===== config.mk =====
export PLATFORM = sky130hd
export DESIGN_NAME = binary_to_gray_conv_flat
export DESIGN_NICKNAME = d
export VERILOG_FILES = /design/src/rtl/binary_to_gray_conv_if.sv /design/src/rtl/binary_to_gray_conv.sv /design/src/flat_wrapper.sv
export SDC_FILE = /design/constraint.sdc
export NUM_CORES = 1
export LEC_CHECK = 0
export BUFFER_PORTS_ARGS = -buffer_cell sky130_fd_sc_hd__buf_4
export CORE_AREA = 2 2 39 41
export CTS_CLUSTER_DIAMETER = 100
export DETAILED_ROUTE_END_ITERATION = 16
export DIE_AREA = 0 0 41 43
export PLACE_DENSITY = 0.48
export SKIP_LAST_GASP = 1
export SLEW_MARGIN = 40
export SYNTH_ARGS = -nofsm -noshare
export SYNTH_HDL_FRONTEND = slang
export SYNTH_SLANG_ARGS = --single-unit

===== constraint.sdc =====
create_clock -name clk -period 1.08 [get_ports clk]
set_clock_uncertainty 0.15 [all_clocks]
set_input_delay 0.108 -clock clk [delete_from_list [all_inputs] [get_ports clk]]
set_output_delay 0.108 -clock clk [all_outputs]
set_load 0.01 [all_outputs]

===== src/rtl/binary_to_gray_conv_if.sv =====
// Bus bundle for binary_to_gray_conv: input qualifier, mode, data and registered result.
// Optional parity output is present when BTG_OUT_PARITY_EN is defined.
interface binary_to_gray_conv_if #(
    parameter int unsigned N = 4
);
    logic         in_valid;
    logic         mode;
    logic [N-1:0] binary_in;
    logic [N-1:0] gray_out;
    logic         out_valid;
`ifdef BTG_OUT_PARITY_EN
    logic         out_parity;

    // Producer side: drives the request, observes the result
    modport master (
        output in_valid, mode, binary_in,
        input  gray_out, out_valid, out_parity
    );

    // Converter side
    modport slave (
        input  in_valid, mode, binary_in,
        output gray_out, out_valid, out_parity
    );
`else
    // Producer side: drives the request, observes the result
    modport master (
        output in_valid, mode, binary_in,
        input  gray_out, out_valid
    );

    // Converter side
    modport slave (
        input  in_valid, mode, binary_in,
        output gray_out, out_valid
    );
`endif
endinterface


===== src/rtl/binary_to_gray_conv.sv =====
// Registered binary<->Gray converter with a 1-cycle latency and a valid qualifier.
// mode=0: binary to reflected Gray; mode=1: Gray to binary (prefix XOR from MSB).
// Optional feature macro: BTG_OUT_PARITY_EN adds a registered XOR-reduction of the result.
module binary_to_gray_conv #(
    parameter int unsigned N = 4
) (
    input  logic                  clk,
    input  logic                  rst_n,
    binary_to_gray_conv_if.slave  bus
);
    localparam int unsigned W = N;

    logic [W-1:0] conv_c;

    // Conversion datapath for the currently presented input
    always_comb begin
        conv_c = '0;
        if (!bus.mode) begin
            conv_c = bus.binary_in ^ (bus.binary_in >> 1);
        end else begin
            // Bit i of the binary value is the XOR of Gray bits i..W-1
            for (int unsigned i = 0; i < W; i++) begin
                conv_c[i] = ^(bus.binary_in >> i);
            end
        end
    end

    // Output register: capture on valid, hold on idle, drop valid on idle
    always_ff @(posedge clk or negedge rst_n) begin
        if (!rst_n) begin
            bus.gray_out  <= '0;
            bus.out_valid <= 1'b0;
        end else begin
            bus.out_valid <= bus.in_valid;
            if (bus.in_valid) begin
                bus.gray_out <= conv_c;
            end
        end
    end

`ifdef BTG_OUT_PARITY_EN
    // Parity of the captured result, same timing and hold as gray_out
    always_ff @(posedge clk or negedge rst_n) begin
        if (!rst_n) begin
            bus.out_parity <= 1'b0;
        end else if (bus.in_valid) begin
            bus.out_parity <= ^conv_c;
        end
    end
`endif

endmodule


===== src/flat_wrapper.sv =====
// flat-port wrapper written by rule: the top's interface ports become plain ports
module binary_to_gray_conv_flat 
#(
    parameter int unsigned N = 4
)
  (clk, rst_n, bus_in_valid, bus_mode, bus_binary_in, bus_gray_out, bus_out_valid);
  binary_to_gray_conv_if #(.N(N)) bus_i ();
  input  logic clk;
  input  logic rst_n;
  input wire logic [$bits(bus_i.in_valid)-1:0] bus_in_valid;
  input wire logic [$bits(bus_i.mode)-1:0] bus_mode;
  input wire logic [$bits(bus_i.binary_in)-1:0] bus_binary_in;
  output wire logic [$bits(bus_i.gray_out)-1:0] bus_gray_out;
  output wire logic [$bits(bus_i.out_valid)-1:0] bus_out_valid;
  assign bus_i.in_valid = bus_in_valid;
  assign bus_i.mode = bus_mode;
  assign bus_i.binary_in = bus_binary_in;
  assign bus_gray_out = bus_i.gray_out;
  assign bus_out_valid = bus_i.out_valid;
  binary_to_gray_conv #(.N(N)) u_core (.clk(clk), .rst_n(rst_n), .bus(bus_i));
endmodule

# After elaboration in Yosys (flattened, before gate mapping)
# Cells that the tools add are included.
[word_totals] reg_bits=5 in_bits=8 out_inout_bits=5 word_cells=8
[classes] mux=1 n_bitwise=1 n_reduce_logical=4
[op_table] operator="4-bit XOR reduction" count=4
[op_table] operator="4-bit 2-to-1 mux" count=1
[op_table] operator="4-bit by 3-bit XOR with 4-bit output" count=1

# Longest topological paths before layout
[logic_depth] depth_word=2 ltp_mapped=3 mapped_depth_nobuf=3

# Least setup slack after synthesis
# Ideal clock, no wire load.
[synth_path] path_type="register to register" startpoint="reg u_core.bus.gray_out[3] (netlist name)" endpoint="reg u_core.bus.gray_out[3]" setup_time_ps=125 arrival_ps=645 required_ps=805 setup_slack_ps=161 stages_incl_launch_ff=2 path_buffers=0 synth_period_minus_slack_ps=919 cell_sequence="dfrtp_1 -> mux2_2"
[synth_rtl] element="end signal, assigned" line="binary_to_gray_conv.sv:36" text="bus.gray_out <= conv_c;"
[synth_rtl] element="end, declared" line="binary_to_gray_conv_if.sv:35" text="output gray_out, out_valid"

# Worst setup path in the final report
[layout_path] startpoint="in bus_binary_in[3]" endpoint="reg u_core.bus.gray_out[3]"
[layout_via] elab_chain_cells=2 word_cells_on_any_way=3 cone_classes="mux: 1; bitwise: 1; reduce/logical: 1"
[layout_lines] element="start, declared" line="flat_wrapper.sv:12" text="input wire logic [$bits(bus_i.binary_in)-1:0] bus_binary_in;"
[layout_lines] element="4-bit XOR reduction or 4-bit by 3-bit XOR with 4-bit output (tied branches)" line="binary_to_gray_conv.sv:23, binary_to_gray_conv.sv:19"
[layout_lines] element="4-bit 2-to-1 mux *" line="binary_to_gray_conv.sv:18" text="if (!bus.mode) begin"
# Every way passes the cells marked *; elsewhere a longest branch is shown, timed or not.
# A chain may end at the register's enable or synchronous reset.

==> impl_metrics.toml <==
[drt]
drc = 0
firstDrtPassIters = 1
routed_wl_um = 496
antenna_left = 0
wl_per_cell_um = 9.02
vias = 208
drtIter0Drc = 0
via_per_inst = 3.78

[final_layout]
finalNetCount = 48
final_common_cell = "buf_4"
area_delta_synth_final_pct = 72.7
layout-drive-gt1-share_pct = 43.6
antenna_cells = 0
nFillCells = 153
mostFrequentLayoutCells = "buf_4 (12), dfrtp_1 (5), clkbuf_4 (3), dlygate4sd3_1 (3)"

[placed_design]
preCtsSetupSlack_ps = -32.0
io_buffers = 12
gp_congestion = 0.621

[sta]
fin_crit_ps = 1060
rsz0062_at_grt = "false"
finalWorstSetupSlack_ps = 23.2
final_hold_viol_count = 0
relSlewSlack_pct = 82.1
fin_crit_sh_pct = 97.9
slew_viol_final = 0
setup_viol = 0
fin_tns_setup_ps = 0
tightest_slew_ps = 266
fmax_ghz = 0.946

[outcome]
outcome = "finished, final reports clean"

[power_and_ir_drop]
intPower_uw = 429
p_comb_share_pct = 23.4
power_density_mw_per_mm2 = 1430
clockPowerShare_pct = 36.8
ir_worst_vdd_v = 0.000383
seq_power_share_pct = 39.8
totalPowerFinal_uw = 564
swShare_pct = 23.8
p_sw_uw = 134
p_leak_uw = 0.000186

[worst_setup_path]
critPathTopFamily = "buffers and inverters"
r2r_cells = 1
worstSetupPathType = "in -> reg"
crit_path_end_kind = "flip-flop"
cp.arrival_ps = 1030
critical_path.max_fanout = 3
critPathMaxStageDelay_ps = 540
crit_start = "bus_binary_in[3]"
crit_chain = "buf_4, dlygate4sd3_1, mux2_2"
crit_buf_inv = 2
r2r-end = "u_core.bus.gray_out[1]"
rrSetupSlack_ps = 180
critPathSlowestCell = "dlygate4sd3_1"
r2r_start = "u_core.bus.gray_out[1]"
cp_data_required_time_ps = 1050
cp-start-kind = "input port"

[clock_tree]
path_clk_slew_ps = 40
cts_resized = 0
cts_buffers = 3
cts_tree = "built"
clk-insertion-delay-late_ps = 240
clock_path_buffers = 2
ctsHtreeMaxLevel = 1
cts.sinks = 5
ctsRootBufferMaster = "clkbuf_4"

[worst_hold_path]
holdPathStages = 2
hold-path-endpoint = "u_core.bus.gray_out[1]"
hold_class = "in -> reg"
hold_path_startpoint = "bus_in_valid"

[yosys]
synth-seq-cells = 5
ys_types = 11
syn_area_per_cell_sq_um = 11.4
syn_area_sq_um = 229
postSynthCellCount = 20
synth_nets = 28
seq_area_frac_synth_pct = 54.6
yosysWarningCount = 0

[grt]
grt_use_total_pct = 7.47
grt_antenna_before_repair = 0
first_global_vias = 243
grt-ovfl-total = 0
grt_first_pass_wirelength_um = 848
grt_max_degree = 7

[floorplanning]
die_y_um = 43
dieWidth_um = 41
die-area_sq_mm = 0.00176
initial_core_util_pct = 16.5
rows = 14
ioPinCount = 13
coreArea_sq_mm = 0.00138

[run]
drv_cap = 0
[state kept, by name, summed over array words and instances (netlist names)]
signal / cells
u_core.bus.gray_out: 4
u_core.bus.out_valid: 1
[logic make-up after synthesis]
logic type,count (synthesis),synth area share (%)
buffers and inverters,2,3.28
AND/OR/NAND/NOR,4,7.65
AO/OA/AOI/OAI,3,9.29
XOR/XNOR,4,15.3
flip-flops,5,54.6
multiplexers,2,9.84
[worst max-delay path by stage]
stage	depth (start not counted)	end
floorplan	1	u_core.bus.gray_out[3]
global placement	4	u_core.bus.gray_out[0]
detailed placement	4	u_core.bus.gray_out[0]
CTS	3	u_core.bus.gray_out[3]
global route	3	u_core.bus.gray_out[3]
finish	3	u_core.bus.gray_out[3]
[power groups by stage]
stage | clock network (uW) | logic, uW | registers (uW)
finish | 207 | 132 | 224
global route | 231 | 147 | 226
CTS | 214 | 135 | 224
detailed placement | 0 | 126 | 227
global placement | 0 | 124 | 225
floorplan | 0 | 40.8 | 237
[Yosys cell counts]
master	instances	area (sq um)
dfrtp_1	5	125
inv_1	2	7.51
mux2_2	2	22.5
nand2_1	2	7.51
xnor2_1	2	17.5
xor2_1	2	17.5
a21oi_1	1	5.00
nor2_1	1	3.75
o211ai_1	1	7.51
o311ai_1	1	8.76
or2_0	1	6.26
[final cells by class]
| type | instances | area (sq um) | share of cell area [%] |
|---|---|---|---|
| flip-flops and latches | 5 | 125 | 31.6 |
| multi-input cells | 13 | 96.3 | 24.4 |
| repair buffers | 15 | 120 | 30.4 |
| well taps | 16 | 20.0 | 5.06 |
| clock buffers | 4 | 26.3 | 6.65 |
| inverters | 2 | 7.51 | 1.90 |
[timing repair]
item	in CTS	in global routing
buffers inserted	0	0
endpoints found under the hold margin	8	0
hold buffers	3	0
[through the flow]
step           instance area (sq um)  util (%)  hold slack, ps  instances
2_1_floorplan                    229         -            -338         20
3_3_place_gp                     339      24.5            -240         48
3_5_place_dp                     339      24.5            -238         48
4_1_cts                          395      28.6            14.5         55
5_1_grt                          395      28.6            16.2         55
6_report                         395      28.6            15.5         55
[routing by layer]
metal / global-route usage [%] / wire, um / vias up
met1: 5.57 / 149 / 101
met4: 6.00 / 0 / 0
met5: 0 / 0 / -
met2: 13.1 / 331 / 3
met3: 3.14 / 15 / 0
li1: - / - / 104
(Power assumes the default switching activity.)
